## config.mk

```make
export PLATFORM = sky130hd
export DESIGN_NAME = pwm_actuator_flat
export DESIGN_NICKNAME = d
export VERILOG_FILES = /design/src/rtl/pwm_actuator_if.sv /design/src/rtl/pwm_actuator.sv /design/src/flat_wrapper.sv
export SDC_FILE = /design/constraint.sdc
export NUM_CORES = 1
export LEC_CHECK = 0
export ABC_AREA = 1
export CAP_MARGIN = 10
export CELL_PAD_IN_SITES_DETAIL_PLACEMENT = 1
export CELL_PAD_IN_SITES_GLOBAL_PLACEMENT = 2
export CORE_MARGIN = 3
export CORE_UTILIZATION = 35
export DETAILED_ROUTE_END_ITERATION = 10
export DONT_BUFFER_PORTS = 1
export PLACE_DENSITY = 0.85
export SETUP_SLACK_MARGIN = 0.2
export SYNTH_ARGS = -nofsm -noshare
export SYNTH_HDL_FRONTEND = slang
export SYNTH_SLANG_ARGS = --single-unit
```

## constraint.sdc

```tcl
create_clock -name clk -period 4.2 [get_ports clk]
set_clock_uncertainty 0.05 [all_clocks]
set_input_delay 0.42 -clock clk [delete_from_list [all_inputs] [get_ports clk]]
set_output_delay 0.42 -clock clk [all_outputs]
set_load 0.02 [all_outputs]
```

## src/rtl/pwm_actuator_if.sv

```systemverilog
// pwm_actuator_if: command and drive bundle between the PID stage and the
// H-bridge PWM actuator.
//   enable       run request (low forces IDLE)
//   duty_in      16-bit two's-complement control word
//   duty_valid   single-cycle strobe sampling duty_in
//   pwm_out      registered PWM drive
//   dir_out      registered direction (1 = negative duty)
//   period_start high in the first RUN cycle of each period
//   sat_flag     high while the active magnitude is clamped
// master = controller side, slave = actuator side.
interface pwm_actuator_if;
   logic        enable;
   logic [15:0] duty_in;
   logic        duty_valid;
   logic        pwm_out;
   logic        dir_out;
   logic        period_start;
   logic        sat_flag;

   modport master (
      output enable, duty_in, duty_valid,
      input  pwm_out, dir_out, period_start, sat_flag
   );

   modport slave (
      input  enable, duty_in, duty_valid,
      output pwm_out, dir_out, period_start, sat_flag
   );
endinterface

```

## src/rtl/pwm_actuator.sv

```systemverilog
// pwm_actuator: converts a signed PID control word into sign/magnitude PWM
// drive for an H-bridge. The control word is double-buffered (pending ->
// active at period boundaries), clamped to MAX_DUTY, and a dead-time gap is
// inserted whenever the drive direction reverses.
// Ports:
//   clk    system clock, rising edge
//   reset  asynchronous, active-high; clears all state
//   bus    pwm_actuator_if.slave (enable, duty_in, duty_valid in;
//          pwm_out, dir_out, period_start, sat_flag out)
module pwm_actuator #(
   parameter int unsigned PERIOD   = 1000,
   parameter int unsigned MAX_DUTY = 1000,
   parameter int unsigned DEADTIME = 16
) (
   input  logic          clk,
   input  logic          reset,
   pwm_actuator_if.slave bus
);

   localparam logic [1:0] S_IDLE = 2'd0;
   localparam logic [1:0] S_RUN  = 2'd1;
   localparam logic [1:0] S_DEAD = 2'd2;

   localparam logic [15:0] CNT_LAST  = 16'(PERIOD - 1);
   localparam logic [15:0] DEAD_LAST = 16'(DEADTIME - 1);
   localparam logic [16:0] MAX_MAG   = 17'(MAX_DUTY);

   logic [1:0]  state, state_n;
   logic [15:0] cnt, cnt_n;
   logic [15:0] dead_cnt, dead_n;

   logic        pend_sign;
   logic [15:0] pend_mag;
   logic        pend_sat;

   logic        act_sign, sign_n;
   logic [15:0] act_mag, mag_n;
   logic        sat_q, sat_n;
   logic        dir_q, dir_n;
   logic        pwm_q;
   logic        ps_q;

   // Sampled-word conversion
   logic [16:0] raw_mag;
   logic        in_sign;
   logic [15:0] in_mag;
   logic        in_sat;

   // Transfer source (bypass when a strobe coincides with the boundary)
   logic        src_sign;
   logic [15:0] src_mag;
   logic        src_sat;
   logic        transfer;

   always_comb begin
      in_sign = bus.duty_in[15];
      // 17-bit negate of the sign-extended word so -32768 yields 32768
      raw_mag = in_sign ? (17'd0 - {1'b1, bus.duty_in}) : {1'b0, bus.duty_in};
      in_sat  = (raw_mag > MAX_MAG);
      in_mag  = in_sat ? MAX_MAG[15:0] : raw_mag[15:0];
   end

   always_comb begin
      src_sign = bus.duty_valid ? in_sign : pend_sign;
      src_mag  = bus.duty_valid ? in_mag  : pend_mag;
      src_sat  = bus.duty_valid ? in_sat  : pend_sat;
   end

   always_comb begin
      state_n  = state;
      cnt_n    = cnt;
      dead_n   = dead_cnt;
      sign_n   = act_sign;
      mag_n    = act_mag;
      sat_n    = sat_q;
      dir_n    = dir_q;
      transfer = 1'b0;

      if (!bus.enable) begin
         // Partial dead time is abandoned without touching dir_out
         state_n = S_IDLE;
         cnt_n   = '0;
         dead_n  = '0;
      end else begin
         case (state)
            S_IDLE: transfer = 1'b1;
            S_RUN: begin
               if (cnt == CNT_LAST) transfer = 1'b1;
               else                 cnt_n = cnt + 16'd1;
            end
            S_DEAD: begin
               if (dead_cnt == DEAD_LAST) begin
                  dir_n   = act_sign;
                  state_n = S_RUN;
                  cnt_n   = '0;
                  dead_n  = '0;
               end else begin
                  dead_n = dead_cnt + 16'd1;
               end
            end
            default: begin
               state_n = S_IDLE;
               cnt_n   = '0;
               dead_n  = '0;
            end
         endcase
      end

      if (transfer) begin
         sign_n = src_sign;
         mag_n  = src_mag;
         sat_n  = src_sat;
         cnt_n  = '0;
         dead_n = '0;
         // A zero magnitude never reverses the bridge
         if ((src_mag != '0) && (src_sign != dir_q)) state_n = S_DEAD;
         else                                        state_n = S_RUN;
      end
   end

   always_ff @(posedge clk or posedge reset) begin
      if (reset) begin
         state     <= S_IDLE;
         cnt       <= '0;
         dead_cnt  <= '0;
         pend_sign <= 1'b0;
         pend_mag  <= '0;
         pend_sat  <= 1'b0;
         act_sign  <= 1'b0;
         act_mag   <= '0;
         sat_q     <= 1'b0;
         dir_q     <= 1'b0;
         pwm_q     <= 1'b0;
         ps_q      <= 1'b0;
      end else begin
         state    <= state_n;
         cnt      <= cnt_n;
         dead_cnt <= dead_n;
         act_sign <= sign_n;
         act_mag  <= mag_n;
         sat_q    <= sat_n;
         dir_q    <= dir_n;
         if (bus.duty_valid) begin
            pend_sign <= in_sign;
            pend_mag  <= in_mag;
            pend_sat  <= in_sat;
         end
         // Outputs come from next-state values so they line up with cnt
         pwm_q <= (state_n == S_RUN) && (cnt_n < mag_n);
         ps_q  <= (state_n == S_RUN) && (cnt_n == '0);
      end
   end

   assign bus.pwm_out      = pwm_q;
   assign bus.dir_out      = dir_q;
   assign bus.period_start = ps_q;
   assign bus.sat_flag     = sat_q;

endmodule

```

## src/flat_wrapper.sv

```systemverilog
// flat-port wrapper written by rule: the top's interface ports become plain ports
module pwm_actuator_flat 
#(
   parameter int unsigned PERIOD   = 1000,
   parameter int unsigned MAX_DUTY = 1000,
   parameter int unsigned DEADTIME = 16
)
  (clk, reset, bus_enable, bus_duty_in, bus_duty_valid, bus_pwm_out, bus_dir_out, bus_period_start, bus_sat_flag);
  pwm_actuator_if bus_i ();
  input  logic clk;
  input  logic reset;
  input wire logic [$bits(bus_i.enable)-1:0] bus_enable;
  input wire logic [$bits(bus_i.duty_in)-1:0] bus_duty_in;
  input wire logic [$bits(bus_i.duty_valid)-1:0] bus_duty_valid;
  output wire logic [$bits(bus_i.pwm_out)-1:0] bus_pwm_out;
  output wire logic [$bits(bus_i.dir_out)-1:0] bus_dir_out;
  output wire logic [$bits(bus_i.period_start)-1:0] bus_period_start;
  output wire logic [$bits(bus_i.sat_flag)-1:0] bus_sat_flag;
  assign bus_i.enable = bus_enable;
  assign bus_i.duty_in = bus_duty_in;
  assign bus_i.duty_valid = bus_duty_valid;
  assign bus_pwm_out = bus_i.pwm_out;
  assign bus_dir_out = bus_i.dir_out;
  assign bus_period_start = bus_i.period_start;
  assign bus_sat_flag = bus_i.sat_flag;
  pwm_actuator #(.PERIOD(PERIOD), .MAX_DUTY(MAX_DUTY), .DEADTIME(DEADTIME)) u_core (.clk(clk), .reset(reset), .bus(bus_i));
endmodule
```

-- Yosys cells after proc, flatten, opt, wreduce, memory -nomap -nowiden
Cells that the tools add are included.
- register bits after elaboration: 73
- latch bits: 0
- bits in writable memories: 0
- memory bits (read-only): 0
- bits of input ports: 20
- output and inout port bits: 4
- memories kept: 0
- add/sub/neg operators: 3
- multipliers: 0
- divide/modulo/power cells: 0
- order comparisons: 2
- eq/ne operators: 7
- shifts and indexed selects: 0
- muxes and demuxes: 23
- bitwise gates (word level): 0
- reduce and logical (&&, ||, !) cells: 8
- operators with widths (kind ; count):
    $mux W16 ; 10
    $pmux W16 S3 ; 1
    $add A16 B1 Y16 const B ; 2
    $pmux W16 S2 ; 1
    $gt A17 B10 Y1 const B ; 1
    $mux W17 ; 1
    $sub A1 B17 Y17 const A ; 1
    $eq A16 B10 Y1 const B ; 1
    $eq A16 B4 Y1 const B ; 1
    $logic_not A16 Y1 ; 1
    $lt A16 B16 Y1 ; 1
    $reduce_bool A16 Y1 ; 1
    $mux W2 ; 4
    $eq A2 B1 Y1 const B ; 2
    $mux W1 ; 4
    $pmux W2 S2 ; 1
    $logic_and A1 B1 Y1 ; 3
    $ne A3 B2 Y1 const B ; 1
    $reduce_and A3 Y1 ; 1
    $eq A2 B2 Y1 const B ; 1
    $logic_not A2 Y1 ; 1
    $pmux W1 S2 ; 1
    $reduce_or A2 Y1 ; 1
    $ne A1 B1 Y1 ; 1

-- Depth between registers and ports, before layout
- word-level depth: 11
- depth in mapped cells: 26

-- Least setup slack after synthesis
Ideal clock, no wire load.
- kind: reg2reg
- start point: register u_core.cnt[0]
- end point: register u_core.pwm_q (netlist: u_core.bus.pwm_out)
- setup time: 73 ps
- data arrival time: 2852 ps
- required time: 4077 ps
- slack: 1225 ps
- cell stages (with the launch flop): 19
- cells stage by stage: dfrtp_1 > ha_1 > inv_1 > nor4_1 > nand4_1 > nand2_2 > nand2_4 > inv_1 > clkbuf_1 > clkbuf_1 > or2_2 > o21ai_0 > ha_1 > nand2_1 > nor2_1 > a211oi_1 > o221a_2 > nand3_1 > a21oi_2
- longest elaborated chain between the ends: 7
- elaborated cells between the ends (all ways): 15
- ends and longest elaborated chain (element ; RTL line ; text):
    start, declared ; pwm_actuator.sv:29 ; logic [15:0] cnt, cnt_n;
    start signal, assigned ; pwm_actuator.sv:137 ; cnt <= cnt_n;
    $add A16 B1 Y16 / $eq A16 B10 Y1 (equally long branches) ; pwm_actuator.sv:89, pwm_actuator.sv:88 ;
    $mux W16 / $mux W1 (equally long branches) ; pwm_actuator.sv:88 ; if (cnt == CNT_LAST) transfer = 1'b1;
    $pmux W16 S3 / $pmux W1 S2 (equally long branches) ; pwm_actuator.sv:85 ; case (state)
    $mux W16 / $mux W1 (equally long branches) ; pwm_actuator.sv:79 ; if (!bus.enable) begin
    $mux W16 / $mux W2 (equally long branches) ; pwm_actuator.sv:109 ; if (transfer) begin
    $lt A16 B16 Y1 / $eq A2 B1 Y1 (equally long branches) ; pwm_actuator.sv:149 ; pwm_q <= (state_n == S_RUN) && (cnt_n < mag_n);
    $logic_and A1 B1 Y1 (*) ; pwm_actuator.sv:149 ;
    end signal, assigned ; pwm_actuator.sv:149 ;
    end, declared ; pwm_actuator.sv:40 ; logic pwm_q;
Every way passes the cells marked *; elsewhere a longest branch is shown, timed or not.
A chain may end at the register's enable or synchronous reset.

-- Worst setup path in the final report
Ends and elaborated chain as after synthesis.

==> impl_metrics.yaml <==
setup_path:
  cp_max_fo: 21
  cp_num_cells: 16
  critPathLaunch: "u_core.cnt[0]"
  r2r-start: "u_core.cnt[0]"
  critPathKind: "reg2reg"
  critPathLaunchType: "flip-flop"
  cp_top_family: "simple AND/OR/NAND/NOR gates"
  cp.arrival_ns: 3.76
  rrSetupSlack_ns: 0.66
  worstPathRequired_ns: 4.42
  setup.worst_path.end: "u_core.bus.pwm_out"
  cp_num_buf_inv: 2
  cp-end-kind: "flip-flop"
  crit_path_cell_trace: "ha_1 -> inv_1 -> nor4_1 -> nand4_1 -> nand2_2 -> nand2_4 -> inv_1 -> or2_2 -> o21ai_0 -> ha_1 -> a21oi_1 -> nor2_1 -> a211oi_1 -> o221a_2 -> nand3_1 -> a21oi_2"
  crit_slowest_cell: "inv_1"
  worstReg2RegEnd: "u_core.bus.pwm_out"
  critPathMaxStageDelay_ns: 0.44
  r2r_cells: 16
sta:
  hold_violations: 0
  setup_viol: 0
  slew_violations: 0
  max_freq_mhz: 283
  period_share_pct: 84.2
  tns_ns: 0
  slew_headroom_pct: 39.3
  rsz0062_at_grt: "no"
  min_period_ns: 3.54
  worst_pin_slew_ns: 0.909
detailed_routing:
  route.detailed.drc: 0
  via_per_inst: 5.03
  routed_wl_um: 12200
  vias: 4101
  ant_nets: 0
  firstDrtPassIters: 4
  drt_iter0_markers: 230
  wl_per_cell_um: 15.0
synth:
  yosys-top-cells-count: "nand2_1, inv_1, dfrtp_1, nor2_1, nand3_1"
  synth_top_family_by_area: "simple AND/OR/NAND/NOR gates"
  synth_seq_cells: 73
  synth.most_common_cell: "nand2_1"
  synth_area_leader_cell: "dfrtp_1"
  avgSynthCellArea_um2: 7.23
  synth_cells: 638
  synth_compound_area_share_pct: 10.5
  synth_fa_ha_area_share_pct: 4.88
  synth_top_area_share_pct: 39.6
  synthTopCellsByArea: "dfrtp_1, nand2_1, inv_1, ha_1, nor2_1"
  synth_edf_count: 0
  synth-simple-area-share_pct: 33.0
  syn-num-nets: 676
  synthXorXnorAreaFrac_pct: 0.759
  yosys_warnings: 0
  synth_mux_area_share_pct: 0.217
  synth_seq_area_share_pct: 39.6
  synthArstFlopShare_pct: 100
  synth.distinct_cells: 44
  synth_ff_type: "dfrtp_1"
  netlist_area_mm2: 0.00461
cells_and_area:
  area_growth_pct: 10.4
  n_antenna_cell: 0
  final_area_mm2: 0.00509
  nFillCells: 1581
  nets: 677
  layout-drive-gt1-share_pct: 11.2
clock_tree:
  cts.repair.resized: 0
  cts_setup_buffers: 0
  cts_root_buf: "clkbuf_16"
  cts_buffers: 9
  hold_buffers: 0
  path_clk_slew_ns: 0.06
  cts.sinks: 73
  htree_levels: 3
  clkLatencyLatePin_ns: 0.35
  cts_tree: "built"
  cts_buffer_depth: 2
power:
  power.density_mw_per_mm2: 413
  p_leak_uw: 0.00255
  vdd_ir_drop_max_mv: 0.210
die:
  core.rowCount: 41
  die_w_um: 121
  core_area_mm2: 0.0128
  start_util_pct: 36.1
  die_h_um: 121
  fp.dieArea_mm2: 0.0146
  io_pins: 24
worst_hold_path:
  holdCritPathClass: "in2reg"
grt:
  grt_pass1_vias: 4411
  antenna_found_initial: 0
  grt_max_degree: 43
  met3_usage_pct: 4.77
  grt_pass1_wl_um: 21500
  met1_usage_pct: 22.8
  met2_usage_pct: 32.8
  grt_overflow: 0
  grt-busiest-layer: "met2"
  grt.total_usage_pct: 18.6
place:
  place.gp.congestion: 0.803
  post-dp-hpwl_um: 9440
  port_buffers: 0
  placed_cell_area_mm2: 0.00477
run:
  cap_violations: 0
run_status:
  outcome: "completed"
-- per-layer routing --
metal	wire length, um	share of wire, %
met1	5490	45
met5	0	0
met2	6240	51
met4	146	1.2
met3	368	3.0
-- worst min path at each step --
stage                               end           startpoint  slack [ns]  cells past startpoint
CTS                 u_core.pend_mag[13]       bus_duty_valid        0.08                      1
global route        u_core.pend_mag[13]       bus_duty_valid        0.08                      1
detailed placement   u_core.pend_mag[3]   u_core.pend_mag[3]        0.43                      2
finish              u_core.pend_mag[13]       bus_duty_valid        0.09                      1
floorplan           u_core.pend_mag[11]  u_core.pend_mag[11]        0.39                      2
global placement     u_core.pend_mag[3]   u_core.pend_mag[3]        0.43                      2
-- worst register-to-register path, cell delays in order (launching register included) --
cell      delay (ns)
dfrtp_1         0.39
ha_1            0.21
inv_1           0.06
nor4_1          0.21
nand4_1         0.23
nand2_2         0.16
nand2_4         0.14
inv_1           0.45
or2_2           0.20
o21ai_0         0.12
ha_1            0.34
a21oi_1         0.18
nor2_1          0.06
a211oi_1        0.21
o221a_2         0.22
nand3_1         0.10
a21oi_2         0.13
-- report_power, final --
group / internal, uW / leakage [uW] / switching [uW]
registers: 786 / 0.000924 / 56.7
clock network: 495 / 0.000152 / 311
logic: 149 / 0.00147 / 304
-- metrics by stage --
| step | std cells | setup slack, ns | total power (uW) | hold slack [ns] | utilization, % |
|---|---|---|---|---|---|
| after floorplan | 638 | 1.22 | 1180 | 0.395 | - |
| after global placement | 800 | 0.923 | 1290 | 0.430 | 37.4 |
| after detailed placement | 800 | 0.704 | 1310 | 0.434 | 37.4 |
| after CTS | 816 | 0.646 | 2130 | 0.0834 | 39.9 |
| after global routing | 816 | 0.282 | 2240 | 0.0813 | 39.9 |
| final | 816 | 0.663 | 2100 | 0.0949 | 39.9 |
-- cells by family (layout without fill, tap and decap cells) --
| family | count (synthesis) | in the layout |
|---|---|---|
| buffers and inverters | 129 | 135 |
| muxes | 1 | 1 |
| adders and majority gates | 18 | 18 |
| xor gates and xnor gates | 4 | 4 |
| and+or+nand+nor | 331 | 331 |
| DFF | 73 | 73 |
| AOI/OAI and AO/OA | 82 | 82 |
-- sequential cells by signal, summed over array words and instances, names as in the netlist --
name / cells
u_core.bus.pwm_out: 1
u_core.pend_sign: 1
u_core.bus.dir_out: 1
u_core.dead_cnt: 16
u_core.cnt: 16
u_core.pend_sat: 1
u_core.act_mag: 16
u_core.act_sign: 1
u_core.state: 2
u_core.bus.period_start: 1
u_core.bus.sat_flag: 1
u_core.pend_mag: 16
-- area by class of cell --
class                           count  area, um2  share of cell area (%)
Inverter                          116        435                    8.55
Tap cell                          172        215                    4.23
Timing Repair Buffer                3       22.5                   0.442
Sequential cell                    73       1830                    35.9
Clock inverter                      5       63.8                    1.25
Multi-Input combinational cell    436       2270                    44.7
Clock buffer                       11        253                    4.96
-- layout by cell type, fill, tap and decap left out, types with 4 or more instances in the layout --
master and instances:
a21oi_1 14, a31oi_1 5, clkbuf_16 9, dfrtp_1 73, ha_1 18, inv_1 113
nand2_1 156, nand2_2 9, nand3_1 40, nand3b_1 4, nand4_1 10, nor2_1 56
nor2_2 7, nor3_1 10, nor4_1 7, o21ai_0 37, o22ai_1 6, or2_2 23
(Power assumes the default switching activity.)
